**config.mk**
```make
export PLATFORM = sky130hd
export DESIGN_NAME = rx_packet_assembler
export DESIGN_NICKNAME = d
export VERILOG_FILES = /design/src/rtl/rx_packet_assembler.sv
export SDC_FILE = /design/constraint.sdc
export NUM_CORES = 1
export LEC_CHECK = 0
export ABC_AREA = 1
export CAP_MARGIN = 20
export CORE_MARGIN = 10
export CORE_UTILIZATION = 33
export CTS_CLUSTER_SIZE = 30
export DETAILED_ROUTE_END_ITERATION = 16
export GPL_TIMING_DRIVEN = 0
export PLACE_DENSITY = 0.51
export SYNTH_ARGS = -nofsm -noshare
export SYNTH_HDL_FRONTEND = slang
export SYNTH_SLANG_ARGS = --single-unit
```
**constraint.sdc**
```tcl
create_clock -name clk48 -period 2.3 [get_ports clk48]
set_clock_uncertainty 0.15 [all_clocks]
set_input_delay 0.46 -clock clk48 [delete_from_list [all_inputs] [get_ports clk48]]
set_output_delay 0.46 -clock clk48 [all_outputs]
set_load 0.005 [all_outputs]
```
**src/rtl/rx_packet_assembler.sv**
```systemverilog
// ---------------------------------------------------------------------------
// rx_packet_assembler
//
// Receive-side packet assembler for the full-speed USB device core. Consumes
// the de-stuffed bit stream from the J/K line decoder, packs bits LSB-first
// into bytes, validates the PID (low nibble must equal the complement of the
// high nibble), and checks CRC5 (token) or CRC16 (data) residuals. Emits the
// bytes after the PID, CRC bytes included, plus per-packet status.
//
// Optional feature macro: RX_CRC_CHECK_EN
//   defined   : CRC5/CRC16 registers present, err_crc reports residual errors
//   undefined : no CRC logic, err_crc is tied 0 and pkt_ok ignores CRC
//
// Ports
//   clk48       in   48 MHz core clock
//   reset       in   synchronous, active-high reset
//   bit_in      in   decoded data bit, qualified by bit_valid
//   bit_valid   in   one-cycle strobe per de-stuffed bit
//   bus_sop     in   start-of-packet strobe
//   bus_eop     in   end-of-packet strobe
//   bus_reset   in   USB bus reset level; forces IDLE, clears outputs but pid
//   pid         out  last accepted PID[3:0]
//   pid_valid   out  pulse when a PID passes the complement check
//   byte_out    out  assembled byte after the PID
//   byte_valid  out  pulse per byte_out
//   byte_count  out  bytes emitted in current/last packet, excluding the PID
//   pkt_end     out  pulse at end of packet; status valid in that cycle
//   pkt_ok      out  no error flag set
//   err_pid     out  PID check failed (or EOP before the PID completed)
//   err_crc     out  CRC residual mismatch
//   err_align   out  bit count not a multiple of 8 at EOP
//   err_len     out  more than MAX_BYTES bytes after the PID
// ---------------------------------------------------------------------------
module rx_packet_assembler #(
  parameter int unsigned MAX_BYTES = 1026
) (
  input  logic        clk48,
  input  logic        reset,
  input  logic        bit_in,
  input  logic        bit_valid,
  input  logic        bus_sop,
  input  logic        bus_eop,
  input  logic        bus_reset,
  output logic [3:0]  pid,
  output logic        pid_valid,
  output logic [7:0]  byte_out,
  output logic        byte_valid,
  output logic [10:0] byte_count,
  output logic        pkt_end,
  output logic        pkt_ok,
  output logic        err_pid,
  output logic        err_crc,
  output logic        err_align,
  output logic        err_len
);

  typedef enum logic [1:0] {
    ST_IDLE  = 2'd0,
    ST_PID   = 2'd1,
    ST_DATA  = 2'd2,
    ST_DRAIN = 2'd3
  } state_t;

  localparam logic [10:0] MAX_CNT = 11'(MAX_BYTES);

  // Registered state and outputs
  state_t      state_q,      state_d;
  logic [7:0]  sr_q,         sr_d;
  logic [2:0]  bitcnt_q,     bitcnt_d;
  logic [10:0] cnt_q,        cnt_d;
  logic        pid_bad_q,    pid_bad_d;
  logic        len_bad_q,    len_bad_d;
  logic [3:0]  pid_q,        pid_d;
  logic        pid_valid_q,  pid_valid_d;
  logic [7:0]  byte_out_q,   byte_out_d;
  logic        byte_valid_q, byte_valid_d;
  logic [10:0] byte_count_q, byte_count_d;
  logic        pkt_end_q,    pkt_end_d;
  logic        pkt_ok_q,     pkt_ok_d;
  logic        err_pid_q,    err_pid_d;
  logic        err_align_q,  err_align_d;
  logic        err_len_q,    err_len_d;

  // Values after this cycle's bit is absorbed, before SOP/EOP handling
  state_t      state_m;
  logic [7:0]  sr_m;
  logic [2:0]  bitcnt_m;
  logic [10:0] cnt_m;
  logic        pid_bad_m;
  logic        len_bad_m;

  logic        shifting;
  logic        byte_done;
  logic        eop_fire;
  logic [7:0]  sr_shift;
  logic        fail_pid;
  logic        fail_align;
  logic        fail_crc;

`ifdef RX_CRC_CHECK_EN
  logic [4:0]  crc5_q,  crc5_d,  crc5_m;
  logic [15:0] crc16_q, crc16_d, crc16_m;
  logic        err_crc_q, err_crc_d;

  // Serial CRC5 update, poly x^5+x^2+1, bits in wire order
  function automatic logic [4:0] crc5_step(input logic [4:0] crc, input logic b);
    logic fb;
    fb = b ^ crc[4];
    crc5_step = {crc[3:0], 1'b0} ^ (fb ? 5'b00101 : 5'b00000);
  endfunction

  // Serial CRC16 update, poly x^16+x^15+x^2+1, bits in wire order
  function automatic logic [15:0] crc16_step(input logic [15:0] crc, input logic b);
    logic fb;
    fb = b ^ crc[15];
    crc16_step = {crc[14:0], 1'b0} ^ (fb ? 16'h8005 : 16'h0000);
  endfunction
`endif

  assign shifting  = bit_valid && ((state_q == ST_PID) || (state_q == ST_DATA));
  assign sr_shift  = {bit_in, sr_q[7:1]};
  assign byte_done = shifting && (bitcnt_q == 3'd7);
  assign eop_fire  = bus_eop && (state_q != ST_IDLE);

  // Next-state logic: absorb the bit first, then apply EOP, then SOP
  always_comb begin
    state_m   = state_q;
    cnt_m     = cnt_q;
    pid_bad_m = pid_bad_q;
    len_bad_m = len_bad_q;

    pid_d        = pid_q;
    pid_valid_d  = 1'b0;
    byte_out_d   = byte_out_q;
    byte_valid_d = 1'b0;
    byte_count_d = byte_count_q;
    pkt_end_d    = 1'b0;
    pkt_ok_d     = pkt_ok_q;
    err_pid_d    = err_pid_q;
    err_align_d  = err_align_q;
    err_len_d    = err_len_q;
    fail_pid     = 1'b0;
    fail_align   = 1'b0;
    fail_crc     = 1'b0;

    if (shifting) begin
      sr_m     = sr_shift;
      bitcnt_m = bitcnt_q + 3'd1;
    end else begin
      sr_m     = sr_q;
      bitcnt_m = bitcnt_q;
    end

`ifdef RX_CRC_CHECK_EN
    err_crc_d = err_crc_q;
    if (shifting && (state_q == ST_DATA)) begin
      crc5_m  = crc5_step(crc5_q, bit_in);
      crc16_m = crc16_step(crc16_q, bit_in);
    end else begin
      crc5_m  = crc5_q;
      crc16_m = crc16_q;
    end
`endif

    case (state_q)
      ST_PID: begin
        if (byte_done) begin
          if (sr_shift[3:0] == ~sr_shift[7:4]) begin
            pid_d       = sr_shift[3:0];
            pid_valid_d = 1'b1;
            state_m     = ST_DATA;
          end else begin
            pid_bad_m = 1'b1;
            state_m   = ST_DRAIN;
          end
        end else begin
          state_m = ST_PID;
        end
      end
      ST_DATA: begin
        if (byte_done) begin
          // A byte beyond MAX_BYTES is swallowed; the count stays saturated
          if (cnt_q == MAX_CNT) begin
            len_bad_m = 1'b1;
            state_m   = ST_DRAIN;
          end else begin
            byte_out_d   = sr_shift;
            byte_valid_d = 1'b1;
            cnt_m        = cnt_q + 11'd1;
          end
        end else begin
          state_m = ST_DATA;
        end
      end
      default: begin
        state_m = state_q;
      end
    endcase

    // Status for the packet that ends now, computed on post-bit values
    if (eop_fire) begin
      fail_pid   = (state_m == ST_PID) || pid_bad_m;
      fail_align = (state_m == ST_PID) || (bitcnt_m != 3'd0);
`ifdef RX_CRC_CHECK_EN
      // CRC only means something once this packet's PID was accepted
      if (!fail_pid && (pid_d[1:0] == 2'b01)) begin
        fail_crc = (crc5_m != 5'b01100);
      end else if (!fail_pid && (pid_d[1:0] == 2'b11)) begin
        fail_crc = (crc16_m != 16'h800D);
      end else begin
        fail_crc = 1'b0;
      end
      err_crc_d = fail_crc;
`endif
      pkt_end_d    = 1'b1;
      err_pid_d    = fail_pid;
      err_align_d  = fail_align;
      err_len_d    = len_bad_m;
      pkt_ok_d     = ~(fail_pid | fail_align | fail_crc | len_bad_m);
      byte_count_d = cnt_m;
    end else if (bus_sop) begin
      // Fresh packet (or abort of the current one): status starts clean
      pid_d        = pid_q;
      pid_valid_d  = 1'b0;
      byte_valid_d = 1'b0;
      byte_count_d = 11'd0;
      pkt_ok_d     = 1'b0;
      err_pid_d    = 1'b0;
      err_align_d  = 1'b0;
      err_len_d    = 1'b0;
`ifdef RX_CRC_CHECK_EN
      err_crc_d    = 1'b0;
`endif
    end else begin
      byte_count_d = cnt_m;
    end

    // SOP restarts the datapath even when it coincides with EOP
    if (bus_sop) begin
      state_d   = ST_PID;
      sr_d      = 8'h00;
      bitcnt_d  = 3'd0;
      cnt_d     = 11'd0;
      pid_bad_d = 1'b0;
      len_bad_d = 1'b0;
`ifdef RX_CRC_CHECK_EN
      crc5_d    = 5'h1F;
      crc16_d   = 16'hFFFF;
`endif
    end else begin
      state_d   = eop_fire ? ST_IDLE : state_m;
      sr_d      = sr_m;
      bitcnt_d  = bitcnt_m;
      cnt_d     = cnt_m;
      pid_bad_d = pid_bad_m;
      len_bad_d = len_bad_m;
`ifdef RX_CRC_CHECK_EN
      crc5_d    = crc5_m;
      crc16_d   = crc16_m;
`endif
    end
  end

  // State and output registers; bus_reset keeps only the last PID
  always_ff @(posedge clk48) begin
    if (reset || bus_reset) begin
      state_q      <= ST_IDLE;
      sr_q         <= 8'h00;
      bitcnt_q     <= 3'd0;
      cnt_q        <= 11'd0;
      pid_bad_q    <= 1'b0;
      len_bad_q    <= 1'b0;
      pid_q        <= reset ? 4'h0 : pid_q;
      pid_valid_q  <= 1'b0;
      byte_out_q   <= 8'h00;
      byte_valid_q <= 1'b0;
      byte_count_q <= 11'd0;
      pkt_end_q    <= 1'b0;
      pkt_ok_q     <= 1'b0;
      err_pid_q    <= 1'b0;
      err_align_q  <= 1'b0;
      err_len_q    <= 1'b0;
`ifdef RX_CRC_CHECK_EN
      crc5_q       <= 5'h1F;
      crc16_q      <= 16'hFFFF;
      err_crc_q    <= 1'b0;
`endif
    end else begin
      state_q      <= state_d;
      sr_q         <= sr_d;
      bitcnt_q     <= bitcnt_d;
      cnt_q        <= cnt_d;
      pid_bad_q    <= pid_bad_d;
      len_bad_q    <= len_bad_d;
      pid_q        <= pid_d;
      pid_valid_q  <= pid_valid_d;
      byte_out_q   <= byte_out_d;
      byte_valid_q <= byte_valid_d;
      byte_count_q <= byte_count_d;
      pkt_end_q    <= pkt_end_d;
      pkt_ok_q     <= pkt_ok_d;
      err_pid_q    <= err_pid_d;
      err_align_q  <= err_align_d;
      err_len_q    <= err_len_d;
`ifdef RX_CRC_CHECK_EN
      crc5_q       <= crc5_d;
      crc16_q      <= crc16_d;
      err_crc_q    <= err_crc_d;
`endif
    end
  end

  assign pid        = pid_q;
  assign pid_valid  = pid_valid_q;
  assign byte_out   = byte_out_q;
  assign byte_valid = byte_valid_q;
  assign byte_count = byte_count_q;
  assign pkt_end    = pkt_end_q;
  assign pkt_ok     = pkt_ok_q;
  assign err_pid    = err_pid_q;
  assign err_align  = err_align_q;
  assign err_len    = err_len_q;
`ifdef RX_CRC_CHECK_EN
  assign err_crc    = err_crc_q;
`else
  assign err_crc    = 1'b0;
`endif

endmodule

```
## Word-level counts from Yosys, hierarchy flattened

Index checks and enable logic that the tools add are counted.

- Flip-flop bits (word level): 56

- Add/subtract/negate cells: 2
- Equality and inequality tests: 8
- Muxes and demuxes: 42
- Bitwise logic cells: 5
- Reductions and logical operators: 14

Operators with widths:

| cell | count |
|---|---|
| $mux W11 | 5 |
| $mux W4 | 7 |
| $mux W1 | 25 |
| $add A11 B1 Y11 const B | 1 |
| $eq A11 B11 Y1 const B | 1 |
| $mux W2 | 3 |
| $eq A2 B1 Y1 const B | 2 |
| $eq A4 B4 Y1 | 1 |
| $logic_or A1 B1 Y1 | 4 |
| $not A4 Y4 | 1 |
| $pmux W2 S2 | 1 |
| $reduce_bool A2 Y1 | 2 |
| $add A3 B1 Y3 const B | 1 |
| $eq A3 B3 Y1 const B | 1 |
| $logic_and A1 B1 Y1 | 3 |
| $mux W3 | 1 |
| $ne A3 B1 Y1 const B | 1 |
| $reduce_and A3 Y1 | 1 |
| $reduce_bool A3 Y1 | 1 |
| $reduce_or A3 Y1 | 1 |
| $eq A2 B2 Y1 const B | 1 |
| $ne A2 B2 Y1 const B | 1 |
| $not A1 Y1 | 2 |
| $or A1 B1 Y1 | 2 |
| 2 further kinds | 2 |

## Longest topological paths before layout

- Depth in word-level cells: 12
- Gate-level depth with buffers: 12

## Worst setup path before layout

OpenSTA, ideal clock, no wires.

- Path type: register to register
- Start: register state_q[0]
- End: register pid_q[0], in the netlist pid[0], data pin
- Setup time: 263 ps
- Arrival time: 1586 ps
- Required time: 1887 ps
- Path slack: 301 ps
- Cell stages (with the launch flop): 10
- Path buffers: 0
- Clock period less this slack: 1999 ps
- Path through: dfxtp_1 > inv_1 > ha_1 > nand2_4 > nor2_8 > nand2_1 > inv_1 > nand3_1 > o21ai_0 > a21oi_1

- Word-level cells in the longest chain between the ends: 9

Ends and longest elaborated chain:

| element | line | RTL |
|---|---|---|
| start, declared | 67 | `state_t state_q, state_d;` |
| start signal, assigned | 289 | `state_q <= state_d;` |
| $eq A2 B1 Y1 / $eq A2 B2 Y1 (equally long branches) | 120, 165 |  |
| $logic_or A1 B1 Y1 | 120 | `assign shifting = bit_valid && ((state_q == ST_PID) \|\| (state_q == ST_DATA));` |
| $logic_and A1 B1 Y1 | 120 |  |
| $logic_and A1 B1 Y1 | 122 | `assign byte_done = shifting && (bitcnt_q == 3'd7);` |
| $mux W4 | 167 | `if (byte_done) begin` |
| $mux W4 | 165 | `case (state_q)` |
| $mux W4 | 221 | `end else if (bus_sop) begin` |
| $mux W4 * | 201 | `if (eop_fire) begin` |
| $mux W4 * | 266 | `if (reset \|\| bus_reset) begin` |
| end signal, assigned | 273 | `pid_q <= reset ? 4'h0 : pid_q;` |
| end signal, assigned | 295 | `pid_q <= pid_d;` |
| end, declared | 73 | `logic [3:0] pid_q, pid_d;` |

Every way passes the cells marked *; elsewhere a longest branch is shown, timed or not. The select of a mux whose other input is x is not followed.
A chain may end at the register's enable or synchronous reset.

## Final worst setup path

- Start: input port bus_reset
- End: register pid_q[1], in the netlist pid[1], enable pin

- Word-level cells in the longest chain between the ends: 3

Ends and longest elaborated chain:

| element | line | RTL |
|---|---|---|
| start, declared | 43 | `input logic bus_reset,` |
| $logic_or A1 B1 Y1 * | 266 |  |
| $ne A3 B1 Y1 (no source line) / $ne A2 B2 Y1 (equally long branches) | - |  |
| $reduce_and A2 Y1 (no source line) * | - |  |

Every way passes the cells marked *; elsewhere a longest branch is shown, timed or not.

==> metrics.cfg <==
[outcome]
status = complete, no violations

[drt]
vias = 1798
ant_nets = 0
drc = 0
firstDrtPassIters = 4
post_drt_via_cell_ratio = 4.529
wl_per_cell_um = 12.45
detail_route.wirelength_um = 4942
drt_iter0_drc = 58

[power]
irDropWorstVdd_uv = 257.3
p_per_area_mw_per_mm2 = 587.0
leakagePower_uw = 0.001143

[synthesis]
ys_warn_count = 0
yosysMostFrequentCell = dfxtp_1
synth.top_cells.by_area = dfxtp_1 45%, nor2_1 7.4%, nand2_1 5.8%
synth_top_area_frac = 0.4481
yosys-top-cells-count = 51 x dfxtp_1, 45 x nor2_1, 35 x nand2_1, 32 x inv_1, 24 x a21oi_1
synth.avg_cell_area_um2 = 8.315
synth-edff-count = 4
synth_top_area_cell = dfxtp_1
yosys_register_bits = 55
syn-num-nets = 289
synth_cells = 274
syn_area_mm2 = 0.002278
ys_types = 29
seq_area_frac_synth = 0.5008
async_flop_share = 0
synth_flop_cell = dfxtp_1

[setup_path]
cp-start-kind = primary input
timing.critical_path.fanout_max = 10
cp-end-kind = flip-flop
worstSetupPathType = in -> reg
arrival_ps = 2010
crit_required_ps = 2150

[global_routing]
antenna_found_initial = 0
grt_max_degree = 17
first_global_vias = 1776
grt_pass1_wl_um = 8197
grtUsageTotal = 0.09711
grt.overflow.total = 0

[floorplanning]
pin_count = 38
coreArea_mm2 = 0.006756
fp.dieW_um = 103.1
initial_core_util = 0.3372
row_count = 30
dieArea_mm2 = 0.01063
die_h_um = 103.1

[sta]
maxSlewViolCount = 0
max_freq_ghz = 0.4644
fin_ws_ps = 146.8
setup_viol = 0
finalWorstPathRequiredPeriod_ps = 2153
hold_viol = 0
relSlewSlack = 0.6576
rsz0062_at_grt = false
post-route-period-util = 0.9362
tightest_slew_ps = 513.7

[min_path]
worstHoldPathType = reg -> reg

[placed_design]
post_dp_cell_area_mm2 = 0.002739
port_buffers = 36
gp_congestion = 0.7728
dp_hpwl_um = 3812
post-place-ws_ps = -370.1

[clock_tree]
insertion_delay_ps = 300
cts_tree = built
numCtsBuffers = 5
cts_sinks = 55
clkTransAtPathRegs_ps = 90
ctsHoldBuffers = 0
htree_levels = 2
cts-root-buf = clkbuf_8
clockBufferDepth = 2

[layout]
final_area_mm2 = 0.002895
drive_above_1_share = 0.09464
utilization = 0.4285
areaGrowthSynthToFinish_pct = 27.07
diodes = 0
nNetsFinal = 332

[run]
max_cap_viol_count = 0

cell usage in the layout (no fill, tap or decap), types with 3 or more instances in the layout:
| cell type | count |
|---|---|
| o21ai_0 | 19 |
| clkbuf_8 | 5 |
| o21ai_2 | 4 |
| nand2_1 | 35 |
| clkdlybuf4s50_1 | 36 |
| nor2_1 | 42 |
| ha_1 | 7 |
| nor2_2 | 4 |
| xor2_1 | 8 |
| nand3_1 | 13 |
| edfxtp_1 | 4 |
| inv_1 | 32 |
| a21oi_1 | 24 |
| nor3_1 | 3 |
| dfxtp_1 | 51 |
registers in the layout (all words and copies together), names as in the netlist:
name / cells
byte_count: 11
cnt_q: 11
byte_out: 8
sr_q: 7
pid: 4
bitcnt_q: 3
state_q: 2
byte_valid: 1
err_align: 1
err_len: 1
err_pid: 1
len_bad_q: 1
pid_bad_q: 1
pid_valid: 1
pkt_end: 1
pkt_ok: 1
layout make-up:
type                            count  area, µm²
Clock inverter                      2      36.28
Timing Repair Buffer               36      360.3
Clock buffer                        5      68.82
Inverter                           35      135.1
Buffer                              5      27.53
Sequential cell                    55       1141
Fill cell                         677       3861
Tap cell                           80      100.1
Multi-Input combinational cell    179       1026
routing by layer:
metal	up-vias	routed length [µm]	track usage
met5	-	0	0
met4	0	60	0.03850
met3	6	309	0.03016
met2	26	2237	0.1594
met1	805	2334	0.1153
li1	961	-	-
cell families (layout without fill, tap and decap cells):
group	count (synthesis)	count (layout)	synth area share
and+or+nand+nor	111	111	0.2334
DFF	55	55	0.5008
AOI/OAI and AO/OA	47	47	0.1032
buffers and inverters	40	83	0.06974
xor gates and xnor gates	10	10	0.03844
adders and majority gates	8	8	0.04393
muxes	2	2	0.008787
other	1	1	0.001646
worst paths after layout:
path	from	end	slack, ps	depth (start not counted)
max	bus_reset	pid[1]	150	7
min	pkt_ok	pkt_ok	310	2
max reg2reg	state_q[0]	pid[0]	210	9
min reg2reg	pkt_ok	pkt_ok	310	2
worst max-delay path: stages:
cell	delay [ps]
clkdlybuf4s50_1	410
nor2_2	220
inv_1	150
nor2_4	240
nor2_2	130
buf_2	210
nand2_1	180
through the flow:
| step | hold slack, ps | instances | power, µW | setup TNS, ps |
|---|---|---|---|---|
| 3_5_place_dp | 293.5 | 390 | 1089 | -5940 |
| 4_1_cts | 312.9 | 397 | 1718 | -2.732 |
| 2_1_floorplan | 285.3 | 274 | 1049 | 0 |
| 5_1_grt | 327.6 | 397 | 1773 | 0 |
| 6_report | 307.4 | 397 | 1700 | 0 |
| 3_3_place_gp | 294.3 | 390 | 1089 | -6587 |
power breakdown:
group          total [µW]  switching [µW]  internal [µW]
clock network         628             308            320
logic                94.2            53.2           41.0
registers             978            5.63            972
repair_timing:
action                     4_1_cts  5_1_grt
resized for setup                3       13
pin swaps                        0        0
setup endpoints to repair        8       21
setup buffers                    0        0
cloned                           0        0
(Power assumes the default switching activity.)
